[src/rtl/alu_issue.sv]
// MIPS ALU issue stage: decodes one instruction into a registered ALU command
// and presents it downstream, delaying MUL/DIV by a fixed latency.
module alu_issue #(
    parameter int unsigned MULDIV_LAT = 4
) (
    input  logic        clk,
    input  logic        rst_n,
    input  logic        in_valid,
    output logic        in_ready,
    input  logic [31:0] instr,
    input  logic [31:0] rs_val,
    input  logic [31:0] rt_val,
    output logic        out_valid,
    input  logic        out_ready,
    output logic [31:0] oprd1,
    output logic [31:0] oprd2,
    output logic [3:0]  option,
    output logic        illegal
);

    localparam int unsigned W  = 32;
    localparam int unsigned OW = 4;
    localparam int unsigned CW = 4;

    localparam logic [OW-1:0] OP_AND  = 4'b0000;
    localparam logic [OW-1:0] OP_OR   = 4'b0001;
    localparam logic [OW-1:0] OP_ADD  = 4'b0010;
    localparam logic [OW-1:0] OP_XOR  = 4'b0011;
    localparam logic [OW-1:0] OP_SLL  = 4'b0100;
    localparam logic [OW-1:0] OP_SRL  = 4'b0101;
    localparam logic [OW-1:0] OP_SUB  = 4'b0110;
    localparam logic [OW-1:0] OP_SLT  = 4'b0111;
    localparam logic [OW-1:0] OP_MUL  = 4'b1000;
    localparam logic [OW-1:0] OP_DIV  = 4'b1001;
    localparam logic [OW-1:0] OP_SRA  = 4'b1010;
    localparam logic [OW-1:0] OP_NOR  = 4'b1100;
    localparam logic [OW-1:0] OP_MOVE = 4'b1111;

    typedef enum logic [1:0] {S_IDLE, S_WAIT, S_HOLD} state_t;

    typedef struct packed {
        logic [OW-1:0] option;
        logic [W-1:0]  oprd1;
        logic [W-1:0]  oprd2;
        logic          illegal;
    } cmd_t;

    state_t        state;
    logic [CW-1:0] cnt;
    cmd_t          dec;
    logic          accept;
    logic          go_wait;

    logic [5:0]   opcode;
    logic [5:0]   funct;
    logic [W-1:0] simm;
    logic [W-1:0] uimm;
    logic [W-1:0] shamt;

    assign opcode = instr[31:26];
    assign funct  = instr[5:0];
    assign simm   = W'($signed(instr[15:0]));
    assign uimm   = W'(instr[15:0]);
    assign shamt  = W'(instr[10:6]);

    // Register specifiers arrive pre-read as rs_val/rt_val.
    logic unused_fields;
    assign unused_fields = ^instr[25:16];

    // Instruction decode; anything unrecognised becomes an illegal MOVE.
    always_comb begin
        dec.option  = OP_MOVE;
        dec.oprd1   = rs_val;
        dec.oprd2   = '0;
        dec.illegal = 1'b1;
        unique case (opcode)
            6'b000000: begin
                dec.illegal = 1'b0;
                dec.oprd2   = rt_val;
                case (funct)
                    6'b100000, 6'b100001: dec.option = OP_ADD;
                    6'b100010, 6'b100011: dec.option = OP_SUB;
                    6'b100100: dec.option = OP_AND;
                    6'b100101: dec.option = OP_OR;
                    6'b100110: dec.option = OP_XOR;
                    6'b100111: dec.option = OP_NOR;
                    6'b101010: dec.option = OP_SLT;
                    6'b011000: dec.option = OP_MUL;
                    6'b011010: dec.option = OP_DIV;
                    6'b000000, 6'b000010, 6'b000011: begin
                        dec.oprd1  = rt_val;
                        dec.oprd2  = shamt;
                        dec.option = (funct == 6'b000000) ? OP_SLL :
                                     (funct == 6'b000010) ? OP_SRL : OP_SRA;
                    end
                    default: begin
                        dec.option  = OP_MOVE;
                        dec.oprd2   = '0;
                        dec.illegal = 1'b1;
                    end
                endcase
            end
            6'b001000, 6'b100011, 6'b101011, 6'b001010: begin
                dec.option  = (opcode == 6'b001010) ? OP_SLT : OP_ADD;
                dec.oprd2   = simm;
                dec.illegal = 1'b0;
            end
            6'b001100, 6'b001101, 6'b001110: begin
                dec.option  = (opcode == 6'b001100) ? OP_AND :
                              (opcode == 6'b001101) ? OP_OR : OP_XOR;
                dec.oprd2   = uimm;
                dec.illegal = 1'b0;
            end
            6'b000100: begin
                dec.option  = OP_SUB;
                dec.oprd2   = rt_val;
                dec.illegal = 1'b0;
            end
            6'b001111: begin
                dec.option  = OP_SLL;
                dec.oprd1   = uimm;
                dec.oprd2   = W'(16);
                dec.illegal = 1'b0;
            end
            default: begin
                dec.option  = OP_MOVE;
                dec.illegal = 1'b1;
            end
        endcase
    end

    // Ready depends only on state and downstream ready, never on in_valid.
    always_comb begin
        in_ready = 1'b0;
        case (state)
            S_IDLE:  in_ready = 1'b1;
            S_HOLD:  in_ready = out_ready;
            default: in_ready = 1'b0;
        endcase
    end

    assign accept  = in_valid && in_ready;
    assign go_wait = ((dec.option == OP_MUL) || (dec.option == OP_DIV)) && (MULDIV_LAT > 1);

    always_ff @(posedge clk or negedge rst_n) begin
        if (!rst_n) begin
            state     <= S_IDLE;
            cnt       <= '0;
            out_valid <= 1'b0;
            oprd1     <= '0;
            oprd2     <= '0;
            option    <= '0;
            illegal   <= 1'b0;
        end else if (accept) begin
            oprd1   <= dec.oprd1;
            oprd2   <= dec.oprd2;
            option  <= dec.option;
            illegal <= dec.illegal;
            if (go_wait) begin
                state     <= S_WAIT;
                cnt       <= CW'(MULDIV_LAT - 1);
                out_valid <= 1'b0;
            end else begin
                state     <= S_HOLD;
                out_valid <= 1'b1;
            end
        end else begin
            case (state)
                S_WAIT: begin
                    // Countdown reaches zero on the edge that presents the command.
                    cnt <= cnt - CW'(1);
                    if (cnt <= CW'(1)) begin
                        state     <= S_HOLD;
                        out_valid <= 1'b1;
                    end
                end
                S_HOLD: begin
                    if (out_ready) begin
                        state     <= S_IDLE;
                        out_valid <= 1'b0;
                    end
                end
                default: ;
            endcase
        end
    end

endmodule

[config.mk]
export PLATFORM = sky130hd
export DESIGN_NAME = alu_issue
export DESIGN_NICKNAME = d
export VERILOG_FILES = /design/src/rtl/alu_issue.sv
export SDC_FILE = /design/constraint.sdc
export NUM_CORES = 1
export LEC_CHECK = 0
export BUFFER_PORTS_ARGS = -buffer_cell sky130_fd_sc_hd__buf_2
export CAP_MARGIN = 25
export CORE_UTILIZATION = 48
export DETAILED_ROUTE_END_ITERATION = 6
export HOLD_SLACK_MARGIN = 0.02
export PLACE_DENSITY = 0.86
export SKIP_CTS_REPAIR_TIMING = 1
export SLEW_MARGIN = 20
export SYNTH_ARGS = -nofsm -noshare
export SYNTH_HDL_FRONTEND = slang
export SYNTH_SLANG_ARGS = --single-unit
[constraint.sdc]
create_clock -name clk -period 2.1 [get_ports clk]
set_input_delay 0.42 -clock clk [delete_from_list [all_inputs] [get_ports clk]]
set_output_delay 0.42 -clock clk [all_outputs]
set_load 0.01 [all_outputs]
======== After elaboration in Yosys (flattened, before gate mapping) ========
Index checks and enable logic that the tools add are counted.
word-level totals
  flip-flop bits (word level) ............. 76
  word-level logic and storage cells ...... 82
operators by class
  add/subtract/negate cells ............... 1
  order comparisons ....................... 1
  equal/unequal tests ..................... 29
  mux-type cells .......................... 27
  reductions and logical operators ........ 17
operators with widths
  kind                count
  $pmux 32 s5         1
  $pmux 32 s2         2
  $eq 6x6->1 const B  11
  $pmux 4 s10         1
  $eq 6x4->1 const B  6
  $mux 32             1
  $mux 4              5
  $pmux 4 s5          1
  $reduce_or 14->1    1
  $eq 6x2->1 const B  2
  $eq 6x5->1 const B  2
  $logic_not 6->1     2
  $mux 2              6
  $reduce_or 11->1    1
  $reduce_or 9->1     1
  $eq 4x4->1 const B  2
  $eq 6x3->1 const B  1
  $ne 3x3->1 const B  2
  $pmux 1 s2          3
  $reduce_or 3->1     2
  $mux 1              5
  $le 4x1->1 const B  1
  $pmux 2 s2          1
  $reduce_or 2->1     2
  other kinds (13)    13

======== Longest topological paths before layout ========
Gate-level depths: netlist of the first run.
  word-level depth ........................ 9
  gate-level depth with buffers ........... 8

======== Worst setup path after synthesis of the first run ========
OpenSTA, ideal clock, no wires.
  path kind ............................... input -> register
  start point ............................. input port instr[28]
  end point ............................... register oprd1[22]
  library setup time ...................... 0.126 ns
  arrival time ............................ 1.758 ns
  path slack .............................. 0.216 ns
  stages .................................. 7
  path through ............................ buf_2 > nor4_4 > o21ai_2 > a21o_2 > buf_6 > a221oi_1 > nor2_1
between the ends
  word-level cells in the longest chain between the ends .. 2
  elaborated cells between the ends (all ways) .. 3
  those cells by class .................... eq/ne (1); mux (1); reduce/logical (1)
RTL lines
  element                                        RTL line  text
  from (decl)                                    10        input logic [31:0] instr,
  $eq 6x4->1 or $logic_not 6->1 (tied branches)  76        unique case (opcode)
  $pmux 32 s2 *                                  76
  to (signal assigned)                           155       oprd1 <= dec.oprd1;
  to (decl)                                      15        output logic [31:0] oprd1,
Every way passes the cells marked *; elsewhere a longest branch is shown, timed or not.
A chain may end at the register's enable or synchronous reset.

==> summary.md, run 1 <==
| Metric | Value |
|---|---|
| Synth top area cells | dfrtp_1 (46%), nand2_1 (5.3%), a222oi_1 (4.9%) |
| Slew margin rel. | 72.9% |
| Grt ovf | 0 |
| Adder-cell area share of the yosys netlist | 0.612% |
| Die X-Extent | 94.3 um |
| Final instance area | between 5000 and 6000 sq um |
| Period Utilization, post-route | 82.1% |
| DR pass1 iterations | 6 |
| Final TNS setup | 0 ns |
| Highest clock rate | 580 MHz |
| Initial core utilization | 49.7% |
| Number of synthesized register bits | between 70 and 80 |
| Initial antenna violation count | 0 |
| WL per Instance | 17.2 um |
| CORE AREA | 8220 sq um |
| Simple-gate share of the synthesized area | 16.9% |
| Post-DP Area | 5080 sq um |
| CP cell instances | nor2b_1 -> or3_1 -> a2111oi_2 -> buf_4 -> nor3_1 -> a21oi_1 |
| CTS Buffer Depth | 2 |
| EDFF count, synth | 0 |
| Fin util | between 60 and 70% |
| # diodes | 0 |
| Worst Path Max Fanout | 6 |
| Final setup margin | 0.376 ns |
| # nets final | ~690 |
| Post-synth net total | approximately 530 |
| Iter 0 DRT Violations | 265 |
| Post-Syn Area per Cell | around 9.5 sq um |
| Critical path arrival | slightly below 2 ns |
| Peak supply drop | 0.396 mV |
| Port bufs | 160 |
| Ports | 171 |
| Cell Count, Final, Fillers Out | 700 |
| TritonCTS clock tree | yes |
| CP endpoint kind | register |
| Vias in the first global route | 3,944 |
| Synthesized instance count | 429 |
| Final hold viol count | 0 |
| Mux cell area share after synthesis | 4.41% |
| Vias | 4,153 |
| H-tree depth | 3 |
| Skew final | between 0.01 and 0.015 ns |
| Total Power | 3.09 mW |
| Worst path required time | 2.37 ns |
| Predominant post-synthesis flop cell | dfrtp_1 |
| Max Cap Viol | 0 |
| Clock transition at the registers of the reported paths | 0.08 ns |
| Final wirelength | 12,000 um |
| Synth cell types | 61 |
| Buf/Inv on CP | 1 |
| Layout cells sized above 1 | 37.5% |
| Max stage delay on crit path | 0.42 ns |
| Top delay family on crit path | simple AND/OR/NAND/NOR gates |
| Fin. max-slew vios | 0 |
| Post-synthesis compound-gate area fraction | 26.7% |
| Mapped cell area | between 4000 and 5000 sq um |
| Most common cell in the netlist | dfrtp_1 |
| Final Wtd Congestion | between 0.8 and 0.9 |
| CTS Sinks | 75 |
| Hpwl dp | 8730 um |
| Yosys warning count | 0 |
| Critical path startpoint category | register |
| Antenna viol nets, final | 0 |
| Clock Latency Late Sink | around 0.35 ns |
| Largest family of logic cells by synthesized area | compound AO/OA/AOI/OAI gates |
| Tmin final | between 1.5 and 2 ns |
| Asr flop ratio synth | 100% |
| RSZ-0062 raised after global routing | no |
| Critical path class | register to register |
| Chip Height | 94.3 um |
| Aggregate global-route resource usage | 27.5% |
| Hold WC Path Type | input pin to register |
| Total CTS buffers | 9 |
| CP max-delay cell | dfrtp_1 |
| Top-area cell type share of the netlist area | 45.9% |
| Final Setup Violations | 0 |
| Worst slew pin tran | ~0.40 ns |
| Worst hold slack | 0.329 ns |
| Area delta synth->final | 29.8% |
| Die area | 8890 sq um |
| Inst Count DP | 683 |
| Pwr dens | 582 nW/um^2 |
| Sequential-to-total area share from yosys stat | 45.9% |
| Row count | 33 |
| Post-synthesis xor/xnor area fraction | less than 1% |
| Synth cell count leaders | dfrtp_1 (75), nand2_1 (58), nor2_1 (43) |
| Largest net degree at the start of global routing | between 70 and 80 |
| Synth area leader | dfrtp_1 |
| Global-route wire length before repair | 18,800 um |
| Root buffer cell | clkbuf_8 |
| Drt drc | 0 |
| Vias/cell | 5.93 |
| Status | finished clean |
| Leakage power | 2.46 nW |
| Post-place setup slack | around 0.036 ns |
-- worst min-delay path, cell delays in order --
cell and delay, ns:
buf_2 0.11, nand2_1 0.05, a22oi_1 0.05
-- per-layer routing --
| metal | track usage (%) | wire, um | part of all wire [%] | vias to the layer above |
|---|---|---|---|---|
| met1 | 35.0 | 4910 | 41 | 2004 |
| met5 | 0 | 0 | 0 | - |
| li1 | - | - | - | 1921 |
| met3 | 6.47 | 966 | 8.0 | 17 |
| met4 | 8.21 | 166 | 1.4 | 0 |
| met2 | 46.3 | 5980 | 50 | 211 |
-- logic make-up after synthesis --
kind of cell | after synthesis
xor+xnor | 2
compound gates | 153
buf+inv | 43
fa+ha+maj | 2
simple gates | 138
flops | 75
mux | 16
-- power breakdown --
part,internal [mW],total [mW],switching [mW]
combinational,0.173,0.379,0.207
clock,0.672,1.23,0.560
sequential,1.47,1.48,0.0118
total,2.31,3.09,0.778
-- final timing paths --
kind	start	endpoint	slack [ns]	cells after the start
worst max-delay path	out_valid$_DFFE_PN0P_	cnt[0]$_DFFE_PN0P_	0.38	6
worst min-delay path	rt_val[2]	oprd2[2]$_DFFE_PN0P_	0.33	3
worst max register to register	out_valid$_DFFE_PN0P_	cnt[0]$_DFFE_PN0P_	0.38	6
worst min register to register	oprd1[11]$_DFFE_PN0P_	oprd1[11]$_DFFE_PN0P_	0.48	2
max in group asynchronous	rst_n	state[0]$_DFFE_PN0P_	1.05	3
min in group asynchronous	rst_n	oprd2[29]$_DFFE_PN0P_	0.50	2
-- layout by cell type, fill, tap and decap left out, drive strengths merged, types with 2 or more instances in the layout --
cell        n
inv         7
mux2       16
o32a        2
and2        3
clkinvlp    2
nor2       46
and3b       2
a222oi     20
clkbuf     10
nand2      58
nor4        4
o21ai      51
nor2b       4
nor3        3
buf       186
bufinv      2
a21boi      4
a22oi      16
nor4b       2
a21oi      22
ha          2
o22a        2
a31oi       4
nand3       2
nand2b      6
o22ai       2
a221oi     17
dfrtp      75
-- layout make-up --
class,instances,area [sq um]
Fill cell,688,2910
Multi-Input combinational cell,311,2010
Sequential cell,75,1880
Timing Repair Buffer,187,1050
Tap cell,105,131
Clock buffer,10,128
Clock inverter,6,88.8
Inverter,6,22.5
-- registers in the layout (all words and copies together) (netlist names) --
signal and flops:
illegal 1, out_valid 1, option 4, state 1, cnt 4, oprd2 32, oprd1 32
Power figures use the tool's default switching activity.
==> inputs of run 2 (changes only) <==
Clock period 2.1 ns to 1.75 ns, I/O delays scaled along.
==> run 2 against run 1 <==
  * Clock power up 40%
  * Routed wire length up 5.2%
  * Via count up 3.6%
  * Register-to-register slack worse by 0.31 ns
  * Cell area up 7.4%
  * Setup slack worse by 0.31 ns
  * Highest routed layer unchanged
==> summary.md, run 2 (synthesis results as in run 1) <==
| Metric | Value |
|---|---|
| Commonest non-fill, non-tap cell in the layout | buf_2 |
| DR pass1 iterations | 5 (-1) |
| Buf/Inv on CP | 1 (unchanged) |
| Final wirelength | 12,700 um (+5.2%) |
| Initial core utilization | 49.7% (unchanged) |
| Clock Latency Late Sink | 0.36 ns (about the same) |
| Fin util | 69.3% (+4.8 points) |
| Ports | 171 (unchanged) |
| # diodes | 0 (unchanged) |
| CP cell instances | nor2b_1 -> or3_4 -> a2111oi_4 -> buf_4 -> nor3_1 -> a21oi_1 |
| TritonCTS clock tree | yes |
| Max Cap Viol | 0 (unchanged) |
| Final hold viol count | 0 (unchanged) |
| Drt drc | 0 (unchanged) |
| Commonest cells after routing, fill and taps aside | buf_2 (159), dfrtp_1 (75), nand2_1 (58), buf_4 (48), nor2_1 (41) |
| Vias in the first global route | 4,147 (+5.1%) |
| CORE AREA | 8220 sq um (unchanged) |
| Grt ovf | 0 (unchanged) |
| Global-route wire length before repair | 19,400 um (+2.9%) |
| Critical path arrival | 1.96 ns (-0.03 ns) |
| CP max-delay cell | or3_4 |
| Slew margin rel. | 68.3% (-4.6 points) |
| Layout cells sized above 1 | 42.2% (+4.7 points) |
| Hold depth | 3 (unchanged) |
| Fin. max-slew vios | 0 (unchanged) |
| Clock transition at the registers of the reported paths | 0.08 ns (about the same) |
| Final Wtd Congestion | 0.867 (+7.1%) |
| Largest net degree at the start of global routing | 38 (-48%) |
| Top Layer Used | met4 |
| # nets final | 720 (+4.0%) |
| Initial antenna violation count | 0 (unchanged) |
| Tmin final | 1.68 ns (-0.0440 ns) |
| CP Depth | 6 (unchanged) |
| Total CTS buffers | 9 (unchanged) |
| Leakage power | 2.66 nW (+8.1%) |
| Period Utilization, post-route | 96.0% (+14 points) |
| Aggregate global-route resource usage | 28.5% (+0.93 points) |
| Root buffer cell | clkbuf_8 |
| DR WL met3 | 826 um (-14%) |
| Top delay family on crit path | simple AND/OR/NAND/NOR gates |
| Top Registers | oprd1 (32), oprd2 (32) |
| Pwr dens | 704 nW/um^2 (+21%) |
| Skew final | 0.00620 ns (-0.00460 ns) |
| Vias/cell | 5.91 (-0.37%) |
| Hpwl dp | 9180 um (+5.1%) |
| Critical path class | register to register |
| Area delta synth->final | 39.4% |
| Chip Height | 94.3 um (unchanged) |
| Peak supply drop | 0.462 mV (+17%) |
| Iter 0 DRT Violations | 309 (+17%) |
| Row count | 33 (unchanged) |
| Metal2 WL | 6380 um (+6.6%) |
| CP endpoint kind | register |
| Met1 wire length | 5110 um (+3.9%) |
| Highest clock rate | 595 MHz (+2.6%) |
| Worst Path Max Fanout | 5 (-1) |
| Die X-Extent | 94.3 um (unchanged) |
| Critical path startpoint category | register |
| Antenna viol nets, final | 0 (unchanged) |
| Port bufs | 160 (unchanged) |
| Final Setup Violations | 0 (unchanged) |
| R2R depth | 6 (unchanged) |
| Worst slew pin tran | 0.472 ns (+0.0700 ns) |
| Status | finished clean |
| Max stage delay on crit path | 0.39 ns (-0.03 ns) |
| Final instance area | 5700 sq um (+7.4%) |
| Vias | 4,303 (+3.6%) |
| CTS Buffer Depth | 2 (unchanged) |
| Hold WC Path Type | input pin to register |
| Worst path required time | 2.03 ns (-0.34 ns) |
| WL per Instance | 17.4 um (+1.2%) |
| Post-DP Area | 5410 sq um (+6.5%) |
| H-tree depth | 3 (unchanged) |
| Die area | 8890 sq um (unchanged) |
| CTS Sinks | 75 (unchanged) |
## run 2: changes by cell type in the layout (fill, tap and decap cells not counted), moves of 2 or more
cell / before / now
a221oi_1: 17 / 8
a221oi_2: 0 / 9
buf_12: 3 / 7
buf_4: 24 / 48
clkbuf_8: 9 / 11
clkinvlp_4: 2 / 0
## run 2: metal layers
layer | vias up | global-route usage (%)
met4 | 0 | 14.7
met3 | 33 | 4.53
met5 | - | 0
met1 | 2100 | 35.5
li1 | 1978 | -
met2 | 192 | 47.3
## run 2: area by class of cell
| type | instances | area [sq um] |
|---|---|---|
| Clock buffer | 11 | 151 |
| Multi-Input combinational cell | 311 | 2100 |
| Timing Repair Buffer | 215 | 1310 |
| Inverter | 6 | 22.5 |
| Sequential cell | 75 | 1880 |
| Tap cell | 105 | 131 |
| Fill cell | 600 | 2520 |
| Clock inverter | 5 | 108 |
## run 2: path summary, 6_finish.rpt
kind	startpoint	endpoint	slack, ns
worst max-delay path	out_valid$_DFFE_PN0P_	cnt[0]$_DFFE_PN0P_	0.07
min in group asynchronous	rst_n	oprd1[12]$_DFFE_PN0P_	0.43
worst min register to register	oprd1[7]$_DFFE_PN0P_	oprd1[7]$_DFFE_PN0P_	0.49
worst min-delay path	rs_val[27]	oprd1[27]$_DFFE_PN0P_	0.24
worst max register to register	out_valid$_DFFE_PN0P_	cnt[0]$_DFFE_PN0P_	0.07
max in group asynchronous	rst_n	oprd1[7]$_DFFE_PN0P_	0.75
## run 2: worst min-delay path, cell delays in order
cell and delay, ns:
buf_2 0.09, a221oi_2 0.05, nor2_1 0.08
## run 2: power breakdown
group | internal [mW] | total [mW] | switching (mW) | leakage (nW)
clock | 1.03 | 1.72 | 0.691 | 0.130
combinational | 0.240 | 0.509 | 0.269 | 1.55
sequential | 1.76 | 1.77 | 0.0148 | 0.974
total | 3.03 | 4.01 | 0.974 | 2.66
## run 2: per-stage QoR
step	instances	hold WS, ns	setup WS (ns)	total power [mW]	TNS [ns]
2_1_floorplan	429	0.0544	-0.0284	2.02	-0.0284
3_3_place_gp	711	0.280	-0.0890	2.29	-2.19
3_5_place_dp	711	0.283	-0.168	2.31	-5.11
4_1_cts	727	-0.105	0.0378	4.02	0
5_1_grt	728	0.245	-0.00218	4.15	-0.00400
6_report	728	0.240	0.0701	4.01	0
